`config.mk`:
```
export PLATFORM = sky130hd
export DESIGN_NAME = fetch_queue
export DESIGN_NICKNAME = d
export VERILOG_FILES = /design/src/rtl/fetch_queue.sv
export SDC_FILE = /design/constraint.sdc
export NUM_CORES = 1
export LEC_CHECK = 0
export ABC_AREA = 0
export CAP_MARGIN = 20
export CELL_PAD_IN_SITES_DETAIL_PLACEMENT = 1
export CELL_PAD_IN_SITES_GLOBAL_PLACEMENT = 1
export CORE_ASPECT_RATIO = 0.5
export CORE_MARGIN = 5
export CORE_UTILIZATION = 46
export DETAILED_ROUTE_END_ITERATION = 8
export GPL_TIMING_DRIVEN = 0
export PLACE_DENSITY_LB_ADDON = 0.1
export SLEW_MARGIN = 40
export SYNTH_ARGS = -nofsm -noshare
export SYNTH_HDL_FRONTEND = slang
export SYNTH_SLANG_ARGS = --single-unit
export TNS_END_PERCENT = 30
```
`constraint.sdc`:
```
create_clock -name i_clk -period 3.89 [get_ports i_clk]
set_input_delay 0.778 -clock i_clk [delete_from_list [all_inputs] [get_ports i_clk]]
set_output_delay 0.778 -clock i_clk [all_outputs]
set_load 0.02 [all_outputs]
```
`src/rtl/fetch_queue.sv`:
```
// IF-stage prefetch unit: owns the fetch PC and buffers {pc, instr} words in a DEPTH-entry FIFO.
// Optional statistics outputs are enabled with `define FETCH_STATS_EN.
module fetch_queue #(
  parameter int          DEPTH    = 4,
  parameter logic [31:0] RESET_PC = 32'h0000_0000,
  parameter logic [31:0] PC_INC   = 32'h0000_0001
) (
  input  logic                     i_clk,
  input  logic                     i_reset,
  output logic [31:0]              o_im_addr,
  input  logic [31:0]              i_im_data,
  input  logic                     i_im_valid,
  input  logic                     i_redirect_j,
  input  logic [31:0]              i_jump_target,
  input  logic                     i_redirect_b,
  input  logic [31:0]              i_branch_target,
  output logic                     o_out_valid,
  input  logic                     i_out_ready,
  output logic [31:0]              o_out_instr,
  output logic [31:0]              o_out_pc,
  output logic [$clog2(DEPTH):0]   o_q_level
`ifdef FETCH_STATS_EN
  ,
  output logic [31:0]              o_stat_fetched,
  output logic [31:0]              o_stat_flushed,
  output logic [31:0]              o_stat_stall
`endif
);

  localparam int PW = $clog2(DEPTH);

  typedef enum logic [1:0] {S_BOOT, S_RUN, S_STALL, S_REDIR} state_t;

  state_t          r_state, w_state_nx;
  logic [PW-1:0]   r_wr_ptr, r_rd_ptr;
  logic [PW:0]     r_level, w_level_nx;
  logic [31:0]     r_fetch_pc, r_hold_pc, r_hold_instr;
  logic [31:0]     r_mem_pc    [DEPTH];
  logic [31:0]     r_mem_instr [DEPTH];

  logic            w_redirect, w_fetching, w_full, w_pop, w_push;
  logic [31:0]     w_target;

  // Branch outranks jump: it belongs to the older instruction.
  assign w_redirect = i_redirect_b | i_redirect_j;
  assign w_target   = i_redirect_b ? i_branch_target : i_jump_target;
  assign w_fetching = (r_state == S_RUN) || (r_state == S_STALL);
  assign w_full     = (r_level == (PW+1)'(DEPTH));
  assign w_pop      = (r_level != '0) && i_out_ready;
  assign w_push     = i_im_valid && w_fetching && !w_redirect && (!w_full || w_pop);

  always_comb begin
    w_level_nx = r_level;
    if (w_redirect)
      w_level_nx = '0;
    else
      w_level_nx = r_level + (PW+1)'(w_push) - (PW+1)'(w_pop);
  end

  always_comb begin
    w_state_nx = r_state;
    if (w_redirect) begin
      w_state_nx = S_REDIR;
    end else begin
      case (r_state)
        S_BOOT:  w_state_nx = S_RUN;
        S_RUN:   if (w_push && (w_level_nx == (PW+1)'(DEPTH))) w_state_nx = S_STALL;
        S_STALL: if (w_pop) w_state_nx = S_RUN;
        S_REDIR: w_state_nx = S_RUN;
        default: w_state_nx = S_BOOT;
      endcase
    end
  end

  always_ff @(posedge i_clk or negedge i_reset) begin
    if (!i_reset) begin
      r_state      <= S_BOOT;
      r_wr_ptr     <= '0;
      r_rd_ptr     <= '0;
      r_level      <= '0;
      r_fetch_pc   <= RESET_PC;
      r_hold_pc    <= '0;
      r_hold_instr <= '0;
    end else begin
      r_state <= w_state_nx;
      r_level <= w_level_nx;
      // Remember the head currently shown so the outputs can hold it once empty.
      if (r_level != '0) begin
        r_hold_pc    <= r_mem_pc[r_rd_ptr];
        r_hold_instr <= r_mem_instr[r_rd_ptr];
      end
      if (w_redirect) begin
        r_wr_ptr   <= '0;
        r_rd_ptr   <= '0;
        r_fetch_pc <= w_target;
      end else begin
        if (w_push) begin
          r_wr_ptr   <= r_wr_ptr + PW'(1);
          r_fetch_pc <= r_fetch_pc + PC_INC;
        end
        if (w_pop) r_rd_ptr <= r_rd_ptr + PW'(1);
      end
    end
  end

  always_ff @(posedge i_clk) begin
    if (w_push) begin
      r_mem_pc[r_wr_ptr]    <= r_fetch_pc;
      r_mem_instr[r_wr_ptr] <= i_im_data;
    end
  end

  assign o_im_addr   = r_fetch_pc;
  assign o_q_level   = r_level;
  assign o_out_valid = (r_level != '0);
  assign o_out_pc    = o_out_valid ? r_mem_pc[r_rd_ptr]    : r_hold_pc;
  assign o_out_instr = o_out_valid ? r_mem_instr[r_rd_ptr] : r_hold_instr;

`ifdef FETCH_STATS_EN
  logic [31:0] r_stat_fetched, r_stat_flushed, r_stat_stall;
  logic        w_killed;
  logic [32:0] w_flush_sum;

  // A word that would have been pushed but for the redirect counts as flushed too.
  assign w_killed    = i_im_valid && w_fetching && (!w_full || w_pop);
  assign w_flush_sum = {1'b0, r_stat_flushed} + 33'(r_level) + 33'(w_killed);

  always_ff @(posedge i_clk or negedge i_reset) begin
    if (!i_reset) begin
      r_stat_fetched <= '0;
      r_stat_flushed <= '0;
      r_stat_stall   <= '0;
    end else begin
      if (w_push && (r_stat_fetched != 32'hFFFF_FFFF))
        r_stat_fetched <= r_stat_fetched + 32'd1;
      if (w_redirect)
        r_stat_flushed <= w_flush_sum[32] ? 32'hFFFF_FFFF : w_flush_sum[31:0];
      if ((r_state == S_STALL) && (r_stat_stall != 32'hFFFF_FFFF))
        r_stat_stall <= r_stat_stall + 32'd1;
    end
  end

  assign o_stat_fetched = r_stat_fetched;
  assign o_stat_flushed = r_stat_flushed;
  assign o_stat_stall   = r_stat_stall;
`endif

endmodule

```
Yosys cells after proc, flatten, opt, wreduce, memory -nomap -nowiden
Memory sizes are Yosys's and may differ from the RTL's.
Cells that the tools add are included.
- register bits after elaboration: 105
- input bits: 102
- latch bits: 0
- output and inout port bits: 100
- bits in read-only memories: 0
- memories: 2
- logic and storage cells: 53
- RAM bits: 256
- mux-type cells: 16
- bitwise operators: 1
- reductions and logical operators: 15
- div/mod/pow operators: 0
- $mul: 0
- order comparisons: 0
- shift-type cells: 0
- eq/ne operators: 7
- add/subtract/negate cells: 5
- memories (memory ; words ; bits a word ; rd ports ; clocked after Yosys merged registers in ; wr ports ; RTL line ; text):
    r_mem_instr ; 4 ; 32 ; 1 ; 0 ; 1 ; 39 ; logic [31:0] r_mem_instr [DEPTH];
    r_mem_pc ; 4 ; 32 ; 1 ; 0 ; 1 ; 38 ; logic [31:0] r_mem_pc [DEPTH];
- operator list (operator ; count):
    $mux 32 ; 5
    $add 32x1->32 const B ; 1
    $mux 2 ; 7
    $eq 3x3->1 const B ; 2
    $pmux 2 s3 ; 1
    $logic_and 1x1->1 ; 5
    $add 2x1->2 const B ; 2
    $eq 2x2->1 const B ; 2
    $reduce_bool 2->1 ; 2
    $add 3x1->3 ; 1
    $mux 3 ; 1
    $ne 3x2->1 const B ; 1
    $ne 3x3->1 const B ; 1
    $reduce_bool 3->1 ; 1
    $sub 3x1->3 ; 1
    $eq 2x1->1 const B ; 1
    $logic_not 1->1 ; 2
    $logic_not 2->1 ; 1
    $logic_or 1x1->1 ; 2
    $mux 1 ; 2
    $reduce_and 2->1 ; 1
    $reduce_or 2->1 ; 1
    $or 1x1->1 ; 1

Longest topological paths before layout
- word-level depth: 13
- mapped depth: 14
- gate-level depth less buffers: 14

Worst setup path before layout
No wires, ideal clock.
- kind: input to register
- start: input i_out_ready
- end: register r_state[0]
- stages: 12
- slack: 198 ps
- arrival time: 3574 ps
- setup time: 118 ps
- required time: 3772 ps
- path through: or4b_2 > nand2_2 > ha_1 > inv_1 > ha_1 > inv_1 > fa_1 > xor2_1 > xnor2_1 > o41a_1 > or3b_1 > a21o_1
- longest elaborated chain between the ends: 10
- RTL lines (what ; RTL line ; text):
    start, declared ; 18 ; input logic i_out_ready,
    $logic_and 1x1->1 (*) ; 49 ; assign w_pop = (r_level != '0) && i_out_ready;
    $logic_or 1x1->1 ; 50 ; assign w_push = i_im_valid && w_fetching && !w_redirect && (!w_full || w_pop);
    $logic_and 1x1->1 ; 50 ;
    $add 3x1->3 ; 57 ; w_level_nx = r_level + (PW+1)'(w_push) - (PW+1)'(w_pop);
    $sub 3x1->3 ; 57 ;
    $mux 3 ; 54 ; if (w_redirect)
    $eq 3x3->1 ; 67 ; S_RUN: if (w_push && (w_level_nx == (PW+1)'(DEPTH))) w_state_nx = S_STALL;
    $logic_and 1x1->1 ; 67 ;
    $ne 3x2->1 (no line) ; -- ;
    $reduce_and 2->1 (no line) (*) ; -- ;
    end signal, assigned ; 85 ; r_state <= w_state_nx;
    end, declared ; 34 ; state_t r_state, w_state_nx;
Mark *: on every way between the ends. The rest lies on a longest branch, timed or not.
A chain may end at the register's enable or synchronous reset.

Final worst setup path
- start: input i_redirect_j
- end: register r_state[0]
- longest elaborated chain between the ends: 11
- RTL lines (what ; RTL line ; text):
    start, declared ; 13 ; input logic i_redirect_j,
    $or 1x1->1 (*) ; 45 ; assign w_redirect = i_redirect_b | i_redirect_j;
    $logic_not 1->1 ; 50 ;
    $logic_and 1x1->1 (2 in a row) ; 50 ;
    $add 3x1->3 ; 57 ;
    $sub 3x1->3 ; 57 ;
    $mux 3 ; 54 ;
    $eq 3x3->1 ; 67 ;
    $logic_and 1x1->1 ; 67 ;
    $ne 3x2->1 (no line) ; -- ;
    $reduce_and 2->1 (no line) ; -- ;
Marks and branches as above.

==> flow_summary.toml <==
[placed_design]
place_hpwl_mm = 24.7
dpl.cell_count = 1432
io_buffers = 201
placed_area_um2 = 17200
gp_congestion = 0.826
pre_cts_ws_ns = -0.558

[clock_tree]
hold_buffers = 0
htree_num_levels = 2
clk-insertion-delay-late_ns = 0.53
cts_sinks = 361
ctsLongestPathBuffers = 3
clkTransAtPathRegs_ns = 0.07
root_buffer = "clkbuf_16"
tritoncts = "done"
numCtsBuffers = 34

[synth]
synth_common_cells = "edfxtp_1 (256), dfrtp_1 (105), mux2_2 (66), mux4_2 (64), a21oi_1 (33)"
synth_top_area_share = 0.535
netlist_instances = 798
yosys_warnings = 0
synth_nets = 911
synth_seq_cells = 361
synth.largest_area_cell = "edfxtp_1"
synth_ff_type = "edfxtp_1"
synthDistinctLibCells = 53
ys_seq_area_frac = 0.717
synthTopCellsByArea = "edfxtp_1 (53%), dfrtp_1 (18%), mux4_2 (10%), mux2_2 (5.2%), xor2_1 (1.4%)"
avgSynthCellArea_um2 = 18.0
synth-edff-count = 256
netlist_area_um2 = 14400
async_reset_ff_frac = 0.291
yosysMostFrequentCell = "edfxtp_1"

[worst_setup_path]
cp-end-kind = "register"
cp.required_ns = 4.31
start_kind = "primary input"
crit_type = "in2reg"
critPathMaxFanout = 10
crit_arrival_ns = 4.21

[floorplan]
die_h_um = 135
dieArea_um2 = 35100
num_rows = 45
start_util = 0.470
core_area_um2 = 30600
io_pins = 202
die_width_um = 260

[sta]
slew-limit-headroom = 0.463
skew_ns = 0.0228
drv_slew = 0
fin_crit_ns = 3.79
final-hold-violation-count = 0
max_freq_mhz = 264
worst_pin_slew_ns = 0.804
fin_hold_ws_ns = 0.125
rsz0062_at_grt = "true"
finalSetupViolCount = 0
fin_crit_sh = 0.975
finalWorstSetupSlack_ns = 0.0955

[global_routing]
grt_pass1_vias = 9278
grt_antenna_before_repair = 0
grt_pass1_wl_mm = 56.2
grt_max_degree = 39
grt_use_total = 0.212
overflow = 0

[drt]
drtPass1Iterations = 4
ant_nets = 0
drtIter0Drc = 484
routed_via_density = 5.45
drc = 0
num_vias = 8155
wire_per_inst_um = 24.5
drt_wl_total_mm = 36.7

[cells_and_area]
stdcell_area_um2 = 18300
area_growth_pct = 27.2
diodes = 0
fin_nets = 1162
final_util = 0.598
stdcell_count = 1497
drive_gt1_frac = 0.210

[outcome]
outcome = "finished, final reports clean"

[power]
power_leakage_nw = 6.40
peakVddDrop_v = 0.000274
power.density_nw_per_um2 = 544

[job]
cap_violations = 0

[worst_hold_path]
hold_class = "in2async"
## cells by family (layout without fill, tap and decap cells)
| family | Yosys count | after routing | share of synthesized area |
|---|---|---|---|
| muxes | 136 | 136 | 0.156 |
| xor gates and xnor gates | 28 | 28 | 0.0171 |
| AOI/OAI and AO/OA | 75 | 75 | 0.0329 |
| buffers and inverters | 62 | 338 | 0.0174 |
| and+or+nand+nor | 125 | 125 | 0.0491 |
| adders and majority gates | 11 | 11 | 0.0101 |
| DFF | 361 | 361 | 0.717 |
## power by group
group	total [W]	switching (W)	internal (W)
Sequential	0.00468	0.000182	0.00450
Clock	0.00328	0.00144	0.00183
Combinational	0.00200	0.000999	0.00100
Total	0.00996	0.00263	0.00733
## placed cells by master, fill, tap and decap left out, drive strengths merged, types with 2 or more instances in the layout
master | netlist | final
nand2 | 24 | 24
nor3b | 2 | 2
inv | 21 | 23
buf | 15 | 27
o221ai | 3 | 3
a211oi | 11 | 11
mux2 | 66 | 66
mux4 | 64 | 64
nand2b | 2 | 2
and2 | 3 | 3
xor2 | 23 | 23
nand4 | 11 | 11
a21o | 2 | 2
nor2b | 11 | 11
mux2i | 6 | 6
edfxtp | 256 | 256
clkinv | 0 | 13
nand3 | 20 | 20
nor4b | 3 | 3
or3b | 2 | 2
clkdlybuf4s50 | 0 | 200
o21ai | 12 | 12
nor2 | 22 | 22
and3 | 11 | 11
ha | 10 | 10
nor4 | 6 | 6
dfrtp | 105 | 105
xnor2 | 5 | 5
bufinv | 0 | 2
clkbuf | 26 | 72
a22o | 4 | 4
a21oi | 33 | 33
nor3 | 3 | 3
o311ai | 2 | 2
## worst max-delay path, cell delays in order
cell	delay (ns)
clkdlybuf4s50_1	0.46
buf_6	0.18
nor4b_4	0.44
nand2_2	0.13
ha_1	0.30
inv_1	0.06
ha_1	0.13
inv_1	0.05
fa_1	0.38
xor2_1	0.17
xnor2_1	0.15
o41a_1	0.41
or3b_1	0.40
a21o_1	0.17
## repair_timing
item | CTS | global route
resized for setup | 12 | 5
setup endpoints to repair | 61 | 54
pin swaps | 0 | 2
buffers inserted | 0 | 4
## registers in the layout, indices dropped and copies added (netlist names)
signal and count:
r_hold_instr 32, r_state 2, r_mem_instr 128, o_im_addr 32
r_hold_pc 32, o_q_level 3, r_wr_ptr 2, r_mem_pc 128
r_rd_ptr 2
## per-stage QoR
step	setup TNS (ns)	power (W)
global route	-0.149	0.0104
floorplan	0	0.00569
CTS	-0.00124	0.0101
finish	0	0.00996
global placement	-665.56	0.00672
detailed placement	-1.01	0.00678
## area by class of cell
| cell class | instances | area, µm² |
|---|---|---|
| plain buffers | 41 | 203 |
| clock buffers | 43 | 926 |
| clock inverters | 18 | 146 |
| fillers | 2723 | 12300 |
| inverters | 21 | 78.8 |
| multi-input cells | 375 | 3840 |
| flip-flops and latches | 361 | 10300 |
| well taps | 423 | 529 |
| repair buffers | 215 | 2250 |
## path summary, 6_finish.rpt
kind	slack, ns	endpoint	cells after the start	start
worst max-delay path	0.1	r_state[0]$_DFFE_PN0P_	14	i_redirect_j
worst min register to register	0.50	r_hold_pc[0]$_DFF_PN0_	1	r_hold_pc[0]$_DFF_PN0_
max in group asynchronous	2.94	r_hold_instr[9]$_DFF_PN0_	3	i_reset
worst max register to register	0.22	r_state[0]$_DFFE_PN0P_	14	r_state[0]$_DFFE_PN0P_
worst min-delay path	0.12	r_hold_pc[9]$_DFF_PN0_	1	i_reset
min in group i_clk	0.50	r_hold_pc[0]$_DFF_PN0_	1	r_hold_pc[0]$_DFF_PN0_
## metal layers
layer	vias to the layer above	routed length [µm]	global-route usage
met3	43	1990	0.0394
met5	-	0	0
met4	0	616	0.0525
met2	207	18900	0.369
li1	3610	-	-
met1	4295	15200	0.279
(Power assumes the default switching activity.)
==> edit, RTL diff (same flow settings) <==
The option `FETCH_STATS_EN` is turned on by a define.
--- a/src/rtl/fetch_queue.sv
+++ b/src/rtl/fetch_queue.sv
@@ -1,4 +1,6 @@
 // IF-stage prefetch unit: owns the fetch PC and buffers {pc, instr} words in a DEPTH-entry FIFO.
 // Optional statistics outputs are enabled with `define FETCH_STATS_EN.
+`define FETCH_STATS_EN
+
 module fetch_queue #(
   parameter int          DEPTH    = 4,
Formal check against the unedited RTL (old outputs only; new: o_stat_fetched, o_stat_flushed and o_stat_stall): equivalent (Yosys induction, for registers that start in step).
==> edit against the unedited design <==
  * Cell area rose by 33%
  * Routed wire length rose by 40%
  * First-iteration DRC count rose by 23%
  * Power rose by 26%
  * Synthesized cell count rose by 54%
  * Die area rose by 29%
  * Worst setup slack improved by 0.063 ns
  * Sequential cell count rose by 96
  * Synthesized area rose by 31%
  * Critical endpoint is now o_out_pc[9]
==> edit: results (changes against the unedited design) <==
| Metric | Value |
|---|---|
| Status | finished, final reports clean |
| Syn Inst Count | 1232 (+54%) |
| Post-synth ARST share | 43.98% (+15 points) |
| P_clk | 4.20 mW (+28%) |
| Mux cell area share after synthesis | 12.16% (-3.4 points) |
| DP Wirelength | 34830 um (+41%) |
| FF-to-FF End | o_stat_flushed[14]$_DFFE_PN0N_ |
| Antenna violations before repair | 8 (+8) |
| TritonCTS Buffers | 41 (+21%) |
| Sw Share | 27.25% (+0.89 points) |
| Cell variety after synth | 61 (+15%) |
| Final WL | 51370 um (+40%) |
| Multi-input logic area | 0.006008 mm2 (+56%) |
| Routability-driven placement congestion ratio | 0.8647 (+4.7%) |
| Crit path from | o_q_level[0]$_DFF_PN0_ |
| Max stage delay cell, worst path | clkbuf_1 |
| Synth Area in Compound Gates | 3.491% (+0.20 points) |
| Ranking of synthesized cells by area | edfxtp_1 41%, dfrtp_1 27%, mux4_2 7.6%, mux2_2 4.1%, xnor2_1 2.9% |
| Vias in the first global route | 13307 (+43%) |
| R2R Setup Slk | 0.23 ns |
| Initial DRC count | 595 (+23%) |
| Post-CTS Setup Inserts | 2 (+2) |
| Port bufs | 297 (+48%) |
| Clock group share of total power | 33.4% (+0.5 points) |
| Reg-to-Reg Start | r_state[1]$_DFFE_PN0P_ |
| Delay-heaviest family, CP | buffers and inverters |
| Peak supply drop | 0.3120 mV (+14%) |
| R2R depth | 13 (-1) |
| Worst hold margin | 0.1087 ns (-0.01584 ns) |
| Clk Latency, worst-skew pair | 0.56 ns (+0.03 ns) |
| Grt met1 use | 27.61% (-0.31 points) |
| Leakage | 8.876 nW (+39%) |
| Sequential fraction of the synthesis area | 67.34% (-4.4 points) |
| Drt pass-1 iters | 5 (+1) |
| First-pass GRT wire length | 79320 um (+41%) |
| Crit path largest cell delay | 0.60 ns (+0.14 ns) |
| Clk_skew | 0.02435 ns (+0.001529 ns) |
| Post-Syn Nets | 1351 (+48%) |
| Post-CTS Resized | 33 (+21) |
| Crit path to | o_out_pc[9] |
| Met3 Resource Use GR | 3.523% (-0.42 points) |
edit: cell types whose count changed after synthesis, sizes merged, moves of 25 or more:
| cell | change |
|---|---|
| dfrtp | +96 |
| xnor2 | +58 |
| nand2 | +50 |
| nand3 | +39 |
| nand4 | +30 |
| nor2 | +25 |
edit: per-stage QoR:
| stage | setup slack [ns] | cells |
|---|---|---|
| after detailed placement | -1.245 | 2080 |
| after CTS | 0.0001452 | 2157 |
| after global routing | -0.01194 | 2168 |
| after floorplan | 0.3238 | 1232 |
| after global placement | -7.485 | 2069 |
| final | 0.1582 | 2168 |
edit: final cells by class:
type / instances / area share (%)
plain buffers: 43 / 0.9028
diodes: 7 / 0.07182
well taps: 540 / 2.770
inverters: 28 / 0.4309
repair buffers: 314 / 13.39
flip-flops and latches: 457 / 52.14
multi-input cells: 704 / 24.63
clock buffers: 59 / 4.996
clock inverters: 16 / 0.6617
edit: metal layers:
layer	vias to the layer above	share of wire, %
met5	-	0
met4	0	2.4
met3	72	4.1
met2	254	55
met1	6299	39
li1	5381	-
